<file path="src/rtl/ring_dec_pkg.sv">
// ring_dec_pkg: shared definitions for the ring counter decoder slice.
//   ring_state_t  - decoder FSM states (IDLE, ACQUIRE, LOCKED)
//   DEF_WIDTH     - default ring width
//   DEF_LOCK_CNT  - default number of in-sequence samples needed to lock
//   DEF_ERR_W     - default error counter width
package ring_dec_pkg;

    localparam int DEF_WIDTH    = 4;
    localparam int DEF_LOCK_CNT = 3;
    localparam int DEF_ERR_W    = 8;

    typedef enum logic [1:0] {
        IDLE    = 2'd0,
        ACQUIRE = 2'd1,
        LOCKED  = 2'd2
    } ring_state_t;

endpackage

</file>
<file path="src/rtl/ring_counter_decoder_onehot.sv">
// ring_onehot_check: combinational one-hot legality check and binary encode.
//   pattern - WIDTH-bit input pattern
//   legal   - 1 when exactly one bit of pattern is set
//   idx     - position of the set bit (meaningful only when legal)
module ring_onehot_check
#(
    parameter int WIDTH = 4
) (
    input  logic [WIDTH-1:0]         pattern,
    output logic                     legal,
    output logic [$clog2(WIDTH)-1:0] idx
);

    localparam int IW = $clog2(WIDTH);

    // Non-zero with no second set bit: clearing the lowest set bit leaves zero.
    assign legal = (pattern != '0) && ((pattern & (pattern - WIDTH'(1))) == '0);

    // OR-ing positions of every set bit is exact for a one-hot pattern.
    always_comb begin
        idx = '0;
        for (int unsigned i = 0; i < WIDTH; i++) begin
            if (pattern[i]) begin
                idx = idx | i[IW-1:0];
            end
        end
    end

endmodule

</file>
<file path="src/rtl/ring_counter_decoder.sv">
// ring_counter_decoder: receiving end of a one-hot ring-count interface.
// Samples ring_in on valid cycles, decodes the hot bit to a binary index,
// and tracks lock on a sequence that rotates left by one per sample.
//   clk         - rising-edge clock
//   clr         - synchronous active-high reset
//   ring_in     - sampled ring pattern (WIDTH bits)
//   valid_in    - ring_in is sampled only when 1
//   index       - binary position of the last legal hot bit
//   index_valid - one-cycle pulse, index updated from a legal sample
//   locked      - decoder is in LOCKED state
//   err_pulse   - one-cycle pulse on a violation while locked
//   err_count   - saturating count of err_pulse events
// Build option: define RING_DEC_HOLD_EN to accept a repeated (paused)
// pattern while locked instead of flagging it as a sequence error.
module ring_counter_decoder
    import ring_dec_pkg::*;
#(
    parameter int WIDTH    = DEF_WIDTH,
    parameter int LOCK_CNT = DEF_LOCK_CNT,
    parameter int ERR_W    = DEF_ERR_W
) (
    input  logic                     clk,
    input  logic                     clr,
    input  logic [WIDTH-1:0]         ring_in,
    input  logic                     valid_in,
    output logic [$clog2(WIDTH)-1:0] index,
    output logic                     index_valid,
    output logic                     locked,
    output logic                     err_pulse,
    output logic [ERR_W-1:0]         err_count
);

    localparam int IW = $clog2(WIDTH);
    localparam int MW = $clog2(LOCK_CNT + 1);

    ring_state_t      state;
    logic [WIDTH-1:0] stored;
    logic [MW-1:0]    match_cnt;

    logic             legal;
    logic [IW-1:0]    dec_idx;
    logic [WIDTH-1:0] expected;
    logic [MW-1:0]    match_nxt;
    logic             hold_ok;

    ring_onehot_check #(
        .WIDTH (WIDTH)
    ) u_check (
        .pattern (ring_in),
        .legal   (legal),
        .idx     (dec_idx)
    );

    assign expected  = {stored[WIDTH-2:0], stored[WIDTH-1]};
    assign match_nxt = match_cnt + MW'(1);

`ifdef RING_DEC_HOLD_EN
    assign hold_ok = (ring_in == stored);
`else
    assign hold_ok = 1'b0;
`endif

    always_ff @(posedge clk) begin
        if (clr) begin
            state       <= IDLE;
            stored      <= '0;
            match_cnt   <= '0;
            index       <= '0;
            index_valid <= 1'b0;
            locked      <= 1'b0;
            err_pulse   <= 1'b0;
            err_count   <= '0;
        end else begin
            index_valid <= 1'b0;
            err_pulse   <= 1'b0;
            if (valid_in) begin
                // Decoding is independent of the FSM state.
                if (legal) begin
                    index       <= dec_idx;
                    index_valid <= 1'b1;
                end
                case (state)
                    IDLE: begin
                        if (legal) begin
                            stored    <= ring_in;
                            match_cnt <= MW'(1);
                            state     <= (LOCK_CNT == 1) ? LOCKED : ACQUIRE;
                            locked    <= (LOCK_CNT == 1);
                        end
                    end
                    ACQUIRE: begin
                        if (!legal) begin
                            state     <= IDLE;
                            match_cnt <= '0;
                        end else if (ring_in == expected) begin
                            stored    <= ring_in;
                            match_cnt <= match_nxt;
                            if (match_nxt == MW'(LOCK_CNT)) begin
                                state  <= LOCKED;
                                locked <= 1'b1;
                            end
                        end else begin
                            stored    <= ring_in;
                            match_cnt <= MW'(1);
                        end
                    end
                    LOCKED: begin
                        if (legal && (ring_in == expected || hold_ok)) begin
                            stored <= ring_in;
                        end else begin
                            err_pulse <= 1'b1;
                            if (err_count != '1) begin
                                err_count <= err_count + ERR_W'(1);
                            end
                            if (legal) begin
                                stored    <= ring_in;
                                match_cnt <= MW'(1);
                                state     <= (LOCK_CNT == 1) ? LOCKED : ACQUIRE;
                                locked    <= (LOCK_CNT == 1);
                            end else begin
                                match_cnt <= '0;
                                state     <= IDLE;
                                locked    <= 1'b0;
                            end
                        end
                    end
                    default: begin
                        state  <= IDLE;
                        locked <= 1'b0;
                    end
                endcase
            end
        end
    end

endmodule

</file>
<file path="config.mk">
export PLATFORM = sky130hd
export DESIGN_NAME = ring_counter_decoder
export DESIGN_NICKNAME = d
export VERILOG_FILES = /design/src/rtl/ring_dec_pkg.sv /design/src/rtl/ring_counter_decoder_onehot.sv /design/src/rtl/ring_counter_decoder.sv
export SDC_FILE = /design/constraint.sdc
export NUM_CORES = 1
export LEC_CHECK = 0
export CORE_MARGIN = 8
export CORE_UTILIZATION = 50
export CTS_CLUSTER_DIAMETER = 80
export DETAILED_ROUTE_END_ITERATION = 6
export GPL_TIMING_DRIVEN = 1
export PLACE_DENSITY = 0.8
export SYNTH_ARGS = -nofsm -noshare
export SYNTH_HDL_FRONTEND = slang
export SYNTH_HIERARCHICAL = 1
export SYNTH_SLANG_ARGS = --single-unit
</file>
<file path="constraint.sdc">
create_clock -name clk -period 4.8 [get_ports clk]
set_input_delay 0.96 -clock clk [delete_from_list [all_inputs] [get_ports clk]]
set_output_delay 0.96 -clock clk [all_outputs]
set_load 0.01 [all_outputs]
</file>
# Word level (Yosys, flattened, before mapping)
# Cells that the tools add are included.
# totals
latch_bits	0
rom_bits	0
input_bits	7
regBits	21
n_memories	0
ramBits	0
# classes
n_eq_ne	12
bitwise_logic	4
reduce_logical	16
div_mod_pow	0
n_shift	0
order_cmp	0
add_sub_neg	3
multipliers	0
mux	24
# op_table
operator	n
two-way mux 2 bit	9
case mux 2 bit (3 select lines)	2
inequality test 2 bit, second input constant	5
two-way mux 1 bit	9
adder 8 x 1 -> 8 bit, second input constant	1
two-way mux 4 bit	2
inequality test 8 bit, second input constant	1
case mux 4 bit (2 select lines)	1
AND reduction 4 bit	2
inequality test 3 bit, second input constant	2
AND reduction 6 bit	1
AND reduction 5 bit	1
AND 4 bit	1
== test 2 bit, second input constant	2
== test 4 bit	1
logical NOT 4 bit	1
AND reduction 2 bit	2
nonzero test 4 bit	1
OR reduction 2 bit	2
subtractor 4 x 1 -> 4 bit, second input constant	1
NOT 1 bit	3
case mux 1 bit (3 select lines)	1
nonzero test 3 bit	1
OR reduction 3 bit	1
5 further kinds	6

# Longest topological paths before layout
# Gate-level depths: netlist of the first run.
# logic_depth
word_depth	7
depth_mapped	8
ltp_nobuf	7

# Modules after synthesis
# Netlist of the first run, hierarchy kept.
# modules_own_cells
mod	n_inst	area_per_inst_um2	seq_area_each_um2	cells_per_inst
ring_counter_decoder	1	1114.8	420.4	120
ring_onehot_check	1	50.0	0.0	6

# Worst setup path after synthesis of the first run
# No wires, ideal clock.
# synth_path
path_kind	in2reg
startpoint	input ring_in[0]
endpoint	register with a tool-made name
slack_ps	2153
stages	8
n_path_buf	2
t_arrival_ps	2519
required_ps	4672
path_cell_list	or4b_1 o311ai_1 buf_2 nand2_1 or2_2 clkbuf_1 mux2i_1 nor2_1
# synth_lines
element	line	source
start, declared	ring_counter_decoder.sv:24	input logic [WIDTH-1:0] ring_in,

# Final worst setup path of the first run
# layout_path
startpoint	input ring_in[2]
endpoint	register state[0]
# layout_via
elab_chain_cells	7
elab_cells_between_ends	16
cone_classes	add/sub: 1; eq/ne: 5; mux: 4; bitwise: 1; reduce/logical: 5
# layout_rtl
element	line	source
subtractor 4 x 1 -> 4 bit	ring_counter_decoder_onehot.sv:17	assign legal = (pattern != '0) && ((pattern & (pattern - WIDTH'(1))) == '0);
AND 4 bit	ring_counter_decoder_onehot.sv:17	
logical NOT 4 bit	ring_counter_decoder_onehot.sv:17	
logical AND 1 bit *	ring_counter_decoder_onehot.sv:17	
via legal	ring_counter_decoder.sv:40	logic legal;
two-way mux 1 bit / logical AND 1 bit (equally long branches)	ring_counter_decoder.sv:115, ring_counter_decoder.sv:108	
two-way mux 2 bit / inequality test 2 bit (equally long branches)	--	
case mux 2 bit (3 select lines) / AND reduction 5 bit (equally long branches)	--	
end signal, assigned	ring_counter_decoder.sv:87	state <= (LOCK_CNT == 1) ? LOCKED : ACQUIRE;
end signal, assigned	ring_counter_decoder.sv:118	state <= (LOCK_CNT == 1) ? LOCKED : ACQUIRE;
end, declared	ring_counter_decoder.sv:36	ring_state_t state;
# Mark *: on every way through the listed nets, which the timed path passes. The rest lies on a longest branch. The select of a mux whose other input is x is not followed.
# A chain may end at the register's enable or synchronous reset.

==> results of run 1 <==
## metal layers
metal,routed length (µm),vias to the layer above
met2,1186,20
met5,0,-
li1,-,479
met3,122,4
met1,1091,431
met4,27,0
## through the flow
step                power [W]  cell area (µm²)
CTS                 0.0003175             1399
floorplan           0.0002179             1165
finish              0.0003148             1399
global placement    0.0002319             1373
detailed placement  0.0002344             1373
global route        0.0003312             1399
## path summary, 6_finish.rpt
check	startpoint	endpoint	cells after the start	slack (ns)
setup / recovery	ring_in[2]	state[0]$_SDFFE_PP0P_	7	1.71
hold / removal	index[1]$_SDFFE_PP0P_	index[1]$_SDFFE_PP0P_	2	0.46
setup reg to reg	register	state[0]$_SDFFE_PP0P_	5	2.62
hold reg to reg	index[1]$_SDFFE_PP0P_	index[1]$_SDFFE_PP0P_	2	0.46
## kinds of logic after synthesis
| family | count (synthesis) | share of synthesized area (%) |
|---|---|---|
| compound gates | 25 | 18.58 |
| xor+xnor | 12 | 9.022 |
| fa+ha+maj | 7 | 7.518 |
| buf+inv | 13 | 5.049 |
| flops | 21 | 36.09 |
| mux | 6 | 5.263 |
| simple gates | 42 | 18.48 |
## cells in the final DEF, fill, tap and decap left out, types with 2 or more instances in the layout
master / netlist / final
clkdlybuf4s50_1: 0 / 19
dfxtp_1: 21 / 21
clkbuf_4: 0 / 3
xnor2_1: 8 / 8
inv_1: 7 / 7
a21oi_1: 7 / 7
nand3_1: 7 / 7
xor2_1: 4 / 4
a31oi_1: 2 / 2
nand2_1: 9 / 9
a2111oi_4: 2 / 2
or4b_1: 2 / 2
a211oi_1: 7 / 7
mux2i_1: 5 / 5
nor2_1: 16 / 16
or2_2: 2 / 2
ha_1: 7 / 7
## Yosys cell counts
| cell type | instances | area [µm²] |
|---|---|---|
| a2111oi_2 | 1 | 15.01 |
| a2111oi_4 | 2 | 55.05 |
| a211oi_1 | 7 | 52.55 |
| a21oi_1 | 7 | 35.03 |
| a31oi_1 | 2 | 12.51 |
| and2_1 | 1 | 6.260 |
| buf_2 | 2 | 10.01 |
| buf_6 | 1 | 11.26 |
| clkbuf_1 | 3 | 11.26 |
| dfxtp_1 | 21 | 420.4 |
| ha_1 | 7 | 87.58 |
| inv_1 | 7 | 26.28 |
| mux2_2 | 1 | 11.26 |
| mux2i_1 | 5 | 50.05 |
| nand2_1 | 9 | 33.78 |
| nand2b_1 | 1 | 6.260 |
| nand3_1 | 7 | 35.03 |
| nand4_1 | 1 | 6.260 |
| nor2_1 | 16 | 60.06 |
| nor3b_1 | 1 | 7.510 |
| nor4_4 | 1 | 21.27 |
| o211ai_1 | 1 | 7.510 |
| o21ai_0 | 1 | 5.000 |
| o21ai_1 | 1 | 5.000 |
| o21bai_2 | 1 | 11.26 |
| o311ai_1 | 1 | 8.760 |
| o32ai_1 | 1 | 8.760 |
| or2_1 | 1 | 6.260 |
| or2_2 | 2 | 12.51 |
| or4b_1 | 2 | 20.02 |
| xnor2_1 | 8 | 70.07 |
| xor2_1 | 4 | 35.03 |
## layout make-up
| cell class | count | area, µm² | share of cell area (%) |
|---|---|---|---|
| Multi-Input combinational cell | 92 | 693.2 | 49.55 |
| Clock buffer | 4 | 26.28 | 1.878 |
| Timing Repair Buffer | 20 | 197.7 | 14.13 |
| Sequential cell | 21 | 420.4 | 30.05 |
| Inverter | 7 | 26.28 | 1.878 |
| Tap cell | 28 | 35.03 | 2.504 |
## power breakdown
part           total [W]  internal (W)  switching (W)  leakage, nW
clock network  0.0000837     0.0000323      0.0000514       0.0150
registers       0.000182      0.000179     0.00000347        0.170
logic          0.0000490     0.0000206      0.0000284        0.307
## worst reg2reg max path, delay by kind of cell (launching register included)
kind             cells  cell delay (ns)
XOR/XNOR             1             0.20
flip-flops           1             0.35
AO/OA/AOI/OAI        2             0.43
multiplexers         1             0.34
AND/OR/NAND/NOR      1             0.76
==> impl_metrics.env, run 1 <==
export IMPL_slew_viol_final=0
export IMPL_io_pins=20
export IMPL_groute_layer_met1_usage_pct=14.46
export IMPL_critPathCaptureType="register"
export IMPL_syn_nets=140
export IMPL_finalCoreUtilization_pct=63.24
export IMPL_post_synth_cell_area_avg_um2=9.245
export IMPL_critical_path_slowest_cell="o311ai_2"
export IMPL_grt_pass1_wl_um=4264
export IMPL_initial_util_pct=52.66
export IMPL_die_height_um=64.27
export IMPL_synth_ff_latch_count=21
export IMPL_max_slew_margin_pct=45.04
export IMPL_detailed_router_s_first_iteration_violation_count=34
export IMPL_power_density_nw_per_um2=225.1
export IMPL_fin_cells=172
export IMPL_synth_seq_area_share_pct=36.09
export IMPL_worst_skew_pair_late_latency_ns=0.30
export IMPL_critPathMaxStageDelay_ns=0.69
export IMPL_outcome="completed"
export IMPL_die_w_um=64.27
export IMPL_final_setup_tns_ns=0
export IMPL_start_kind="input port"
export IMPL_pre_cts_slack_ns=1.439
export IMPL_finalSetupViolCount=0
export IMPL_antenna_violation_net_count_after_detailed_routing=0
export IMPL_cts_repair_resized=0
export IMPL_cts_tree="done"
export IMPL_grt_use_met3_pct=3.484
export IMPL_grt_max_degree=23
export IMPL_wl_um=2427
export IMPL_ant_cells=0
export IMPL_cts_hold_buf=0
export IMPL_cp_buffers_inverters=1
export IMPL_coreArea_um2=2212
export IMPL_worstPathCellList="clkdlybuf4s50_1, xnor2_1, o311ai_2, o21ai_0, a31oi_1, o21ai_1, mux2_2"
export IMPL_synth_cell_types=32
export IMPL_busiest_layer="met2"
export IMPL_clk_path_buf_depth=2
export IMPL_numClockSinks=21
export IMPL_post_route_period_util_pct=64.34
export IMPL_cts_htree_levels=1
export IMPL_timing_worst_setup_path_type="input port to register"
export IMPL_arrival_ns=3.28
export IMPL_grt_util_met2_pct=19.63
export IMPL_worst_slack_ns=1.712
export IMPL_unrepaired_setup_endpoints_after_global_routing="no"
export IMPL_worst_ir_drop_vdd_mv=0.1323
export IMPL_num_fill_cells=208
export IMPL_nNetsFinal=159
export IMPL_fin_worst_hold_slack_ns=0.4624
export IMPL_maxClockFrequency_mhz=323.8
export IMPL_detail_route_drc_violations=0
export IMPL_clock_skew_after_layout_ns=0.004113
export IMPL_groute_usage_overall_pct=12.19
export IMPL_critical_path_required_ns=5.00
export IMPL_route_detailed_vias_per_inst=5.430
export IMPL_io_buffer_count=19
export IMPL_firstDrtPassIters=4
export IMPL_crit_path_max_fanout=11
export IMPL_gpl_final_weighted_congestion=0.8870
export IMPL_fp_dieArea_um2=4130
export IMPL_cts_setup_buffers=0
export IMPL_dp_cells=168
export IMPL_timing_critical_path_max_delay_family="compound AO/OA/AOI/OAI gates"
export IMPL_cellLeakagePower_nw=0.4916
export IMPL_worst_slew_pin_transition_ns=0.8231
export IMPL_synth_area_um2=1165
export IMPL_min_delay_path_class="register to register"
export IMPL_path_clk_slew_ns=0.11
export IMPL_drive_gt1_share_pct=9.028
export IMPL_hpwlAfterDp_um=1844
export IMPL_antenna_found_initial=0
export IMPL_grt_pass1_vias=963
export IMPL_syn_instance_count=126
export IMPL_core_rowCount=17
export IMPL_max_cap_violations=0
export IMPL_flow_area_growth_from_synthesis_pct=20.09
export IMPL_cell_chosen_for_the_clock_root="clkbuf_4"
export IMPL_hold_viol_final=0
export IMPL_routedWlPerCell_um=14.11
export IMPL_num_vias=934
export IMPL_grt_overflow_total=0
export IMPL_crit_path_time_final_ns=3.088
export IMPL_synth_warning_count=6
export IMPL_cts_buffers=3
(Power assumes the default switching activity.)
==> run 2: changes to the inputs <==
==> constraint.sdc (replaced) <==
create_clock -name clk -period 3.2 [get_ports clk]
set_input_delay 0.64 -clock clk [delete_from_list [all_inputs] [get_ports clk]]
set_output_delay 0.64 -clock clk [all_outputs]
set_load 0.01 [all_outputs]
==> impl_metrics.env, run 2 (synthesized netlist as in run 1, its figures left out) <==
export IMPL_io_pins=20
export IMPL_critPathCaptureType="register"
export IMPL_unrepaired_setup_endpoints_after_global_routing="no"
export IMPL_routedWlPerCell_um=13.86
export IMPL_power_density_nw_per_um2=337.8
export IMPL_die_height_um=64.27
export IMPL_post_route_period_util_pct=81.84
export IMPL_fin_cells=173
export IMPL_cts_buffers=3
export IMPL_num_fill_cells=187
export IMPL_detailed_router_s_first_iteration_violation_count=38
export IMPL_cts_htree_levels=1
export IMPL_hpwlAfterDp_um=1764
export IMPL_numClockSinks=21
export IMPL_drive_gt1_share_pct=10.34
export IMPL_min_delay_path_class="register to register"
export IMPL_final_cell_mix="21 x dfxtp_1, 19 x clkdlybuf4s50_1, 16 x nor2_1"
export IMPL_die_w_um=64.27
export IMPL_gpl_final_weighted_congestion=0.8302
export IMPL_worst_slew_pin_transition_ns=0.8144
export IMPL_clk_path_buf_depth=2
export IMPL_placed_area_um2=1380
export IMPL_cts_setup_buffers=0
export IMPL_start_kind="input port"
export IMPL_detail_route_drc_violations=0
export IMPL_flow_area_growth_from_synthesis_pct=20.84
export IMPL_fp_dieArea_um2=4130
export IMPL_grt_pass1_wl_um=4188
export IMPL_timing_critical_path_max_delay_family="buffers and inverters"
export IMPL_crit_path_time_final_ns=2.619
export IMPL_io_buffer_count=19
export IMPL_max_slew_margin_pct=45.54
export IMPL_clock_skew_after_layout_ns=0.002048
export IMPL_cts_tree="done"
export IMPL_antenna_violation_net_count_after_detailed_routing=0
export IMPL_critical_path_required_ns=3.41
export IMPL_worst_skew_pair_late_latency_ns=0.31
export IMPL_pre_cts_slack_ns=0.2463
export IMPL_grt_overflow_total=0
export IMPL_grt_use_met3_pct=4.878
export IMPL_num_vias=927
export IMPL_worst_ir_drop_vdd_mv=0.2115
export IMPL_coreArea_um2=2212
export IMPL_finalSetupViolCount=0
export IMPL_reg2reg_slack_ns=1.33
export IMPL_dp_cells=169
export IMPL_max_cap_violations=0
export IMPL_outcome="completed"
export IMPL_path_clk_slew_ns=0.11
export IMPL_cp_buffers_inverters=2
export IMPL_cts_repair_resized=0
export IMPL_busiest_layer="met2"
export IMPL_route_detailed_vias_per_inst=5.358
export IMPL_antenna_found_initial=0
export IMPL_groute_layer_met1_usage_pct=13.44
export IMPL_crit_path_max_fanout=13
export IMPL_critPathMaxStageDelay_ns=0.58
export IMPL_ant_cells=0
export IMPL_hold_viol_final=0
export IMPL_nNetsFinal=160
export IMPL_timing_worst_setup_path_type="input port to register"
export IMPL_cts_hold_buf=0
export IMPL_initial_util_pct=52.66
export IMPL_grt_pass1_vias=968
export IMPL_finalCoreUtilization_pct=63.63
export IMPL_cell_chosen_for_the_clock_root="clkbuf_4"
export IMPL_finalInstanceArea_um2=1408
export IMPL_grt_util_met2_pct=20.75
export IMPL_maxClockFrequency_mhz=381.9
export IMPL_firstDrtPassIters=4
export IMPL_worst_slack_ns=0.5813
export IMPL_core_rowCount=17
export IMPL_grt_max_degree=23
export IMPL_mostFrequentLayoutCell="dfxtp_1"
export IMPL_groute_usage_overall_pct=12.19
export IMPL_cellLeakagePower_nw=0.4997
export IMPL_arrival_ns=2.83
export IMPL_final_setup_tns_ns=0
export IMPL_slew_viol_final=0
export IMPL_worstPathCellList="clkdlybuf4s50_1, or4b_1, o311ai_2, buf_4, nand2_1, o21ai_1, mux2_2"
export IMPL_wl_um=2397
export IMPL_critical_path_slowest_cell="or4b_1"
run 2: cell count changes in the layout (fill, tap and decap cells not counted), sizes merged:
cell and delta:
buf +1, clkinv +1, clkbuf -1
run 2: layout make-up:
type                    count  area (µm²)  share of cell area [%]
multi-input cells          92       693.2                   49.24
flip-flops and latches     21       420.4                   29.87
repair buffers             21       205.2                   14.58
well taps                  28       35.03                   2.489
inverters                   7       26.28                   1.867
clock buffers               3       22.52                   1.600
clock inverters             1       5.005                  0.3556
run 2: per-stage QoR:
step / hold WS [ns] / total power [W]
after floorplan: 0.4493 / 0.0003268
after global placement: 0.4459 / 0.0003495
after detailed placement: 0.4554 / 0.0003517
after CTS: 0.4724 / 0.0004818
after global routing: 0.4967 / 0.0004995
final: 0.4706 / 0.0004756
run 2: worst register-to-register path: cells and delay by family, from the launching register on:
kind / cells / cell delay [ns]
simple gates: 2 / 0.14
fa+ha+maj: 1 / 0.26
compound gates: 2 / 0.69
flops: 1 / 0.37
buf+inv: 1 / 0.12
xor+xnor: 1 / 0.17
run 2: worst paths after layout:
check,start,cells past startpoint,endpoint
min,index[0]$_SDFFE_PP0P_,2,index[0]$_SDFFE_PP0P_
min reg2reg,index[0]$_SDFFE_PP0P_,2,index[0]$_SDFFE_PP0P_
max,ring_in[1],7,state[0]$_SDFFE_PP0P_
max reg2reg,state[0]$_SDFFE_PP0P_,7,err_count[5]$_SDFFE_PP0P_
run 2: routing by layer:
| metal | routed length [µm] | vias to the layer above |
|---|---|---|
| met2 | 1142 | 14 |
| met1 | 1091 | 431 |
| met4 | 33 | 0 |
| met3 | 129 | 4 |
| li1 | - | 478 |
| met5 | 0 | - |
run 2: power by group:
group          internal, W  switching [W]  total (W)
Sequential        0.000268     0.00000489   0.000273
Combinational    0.0000314      0.0000423  0.0000737
Clock            0.0000468      0.0000821   0.000129
Total             0.000346       0.000129   0.000476
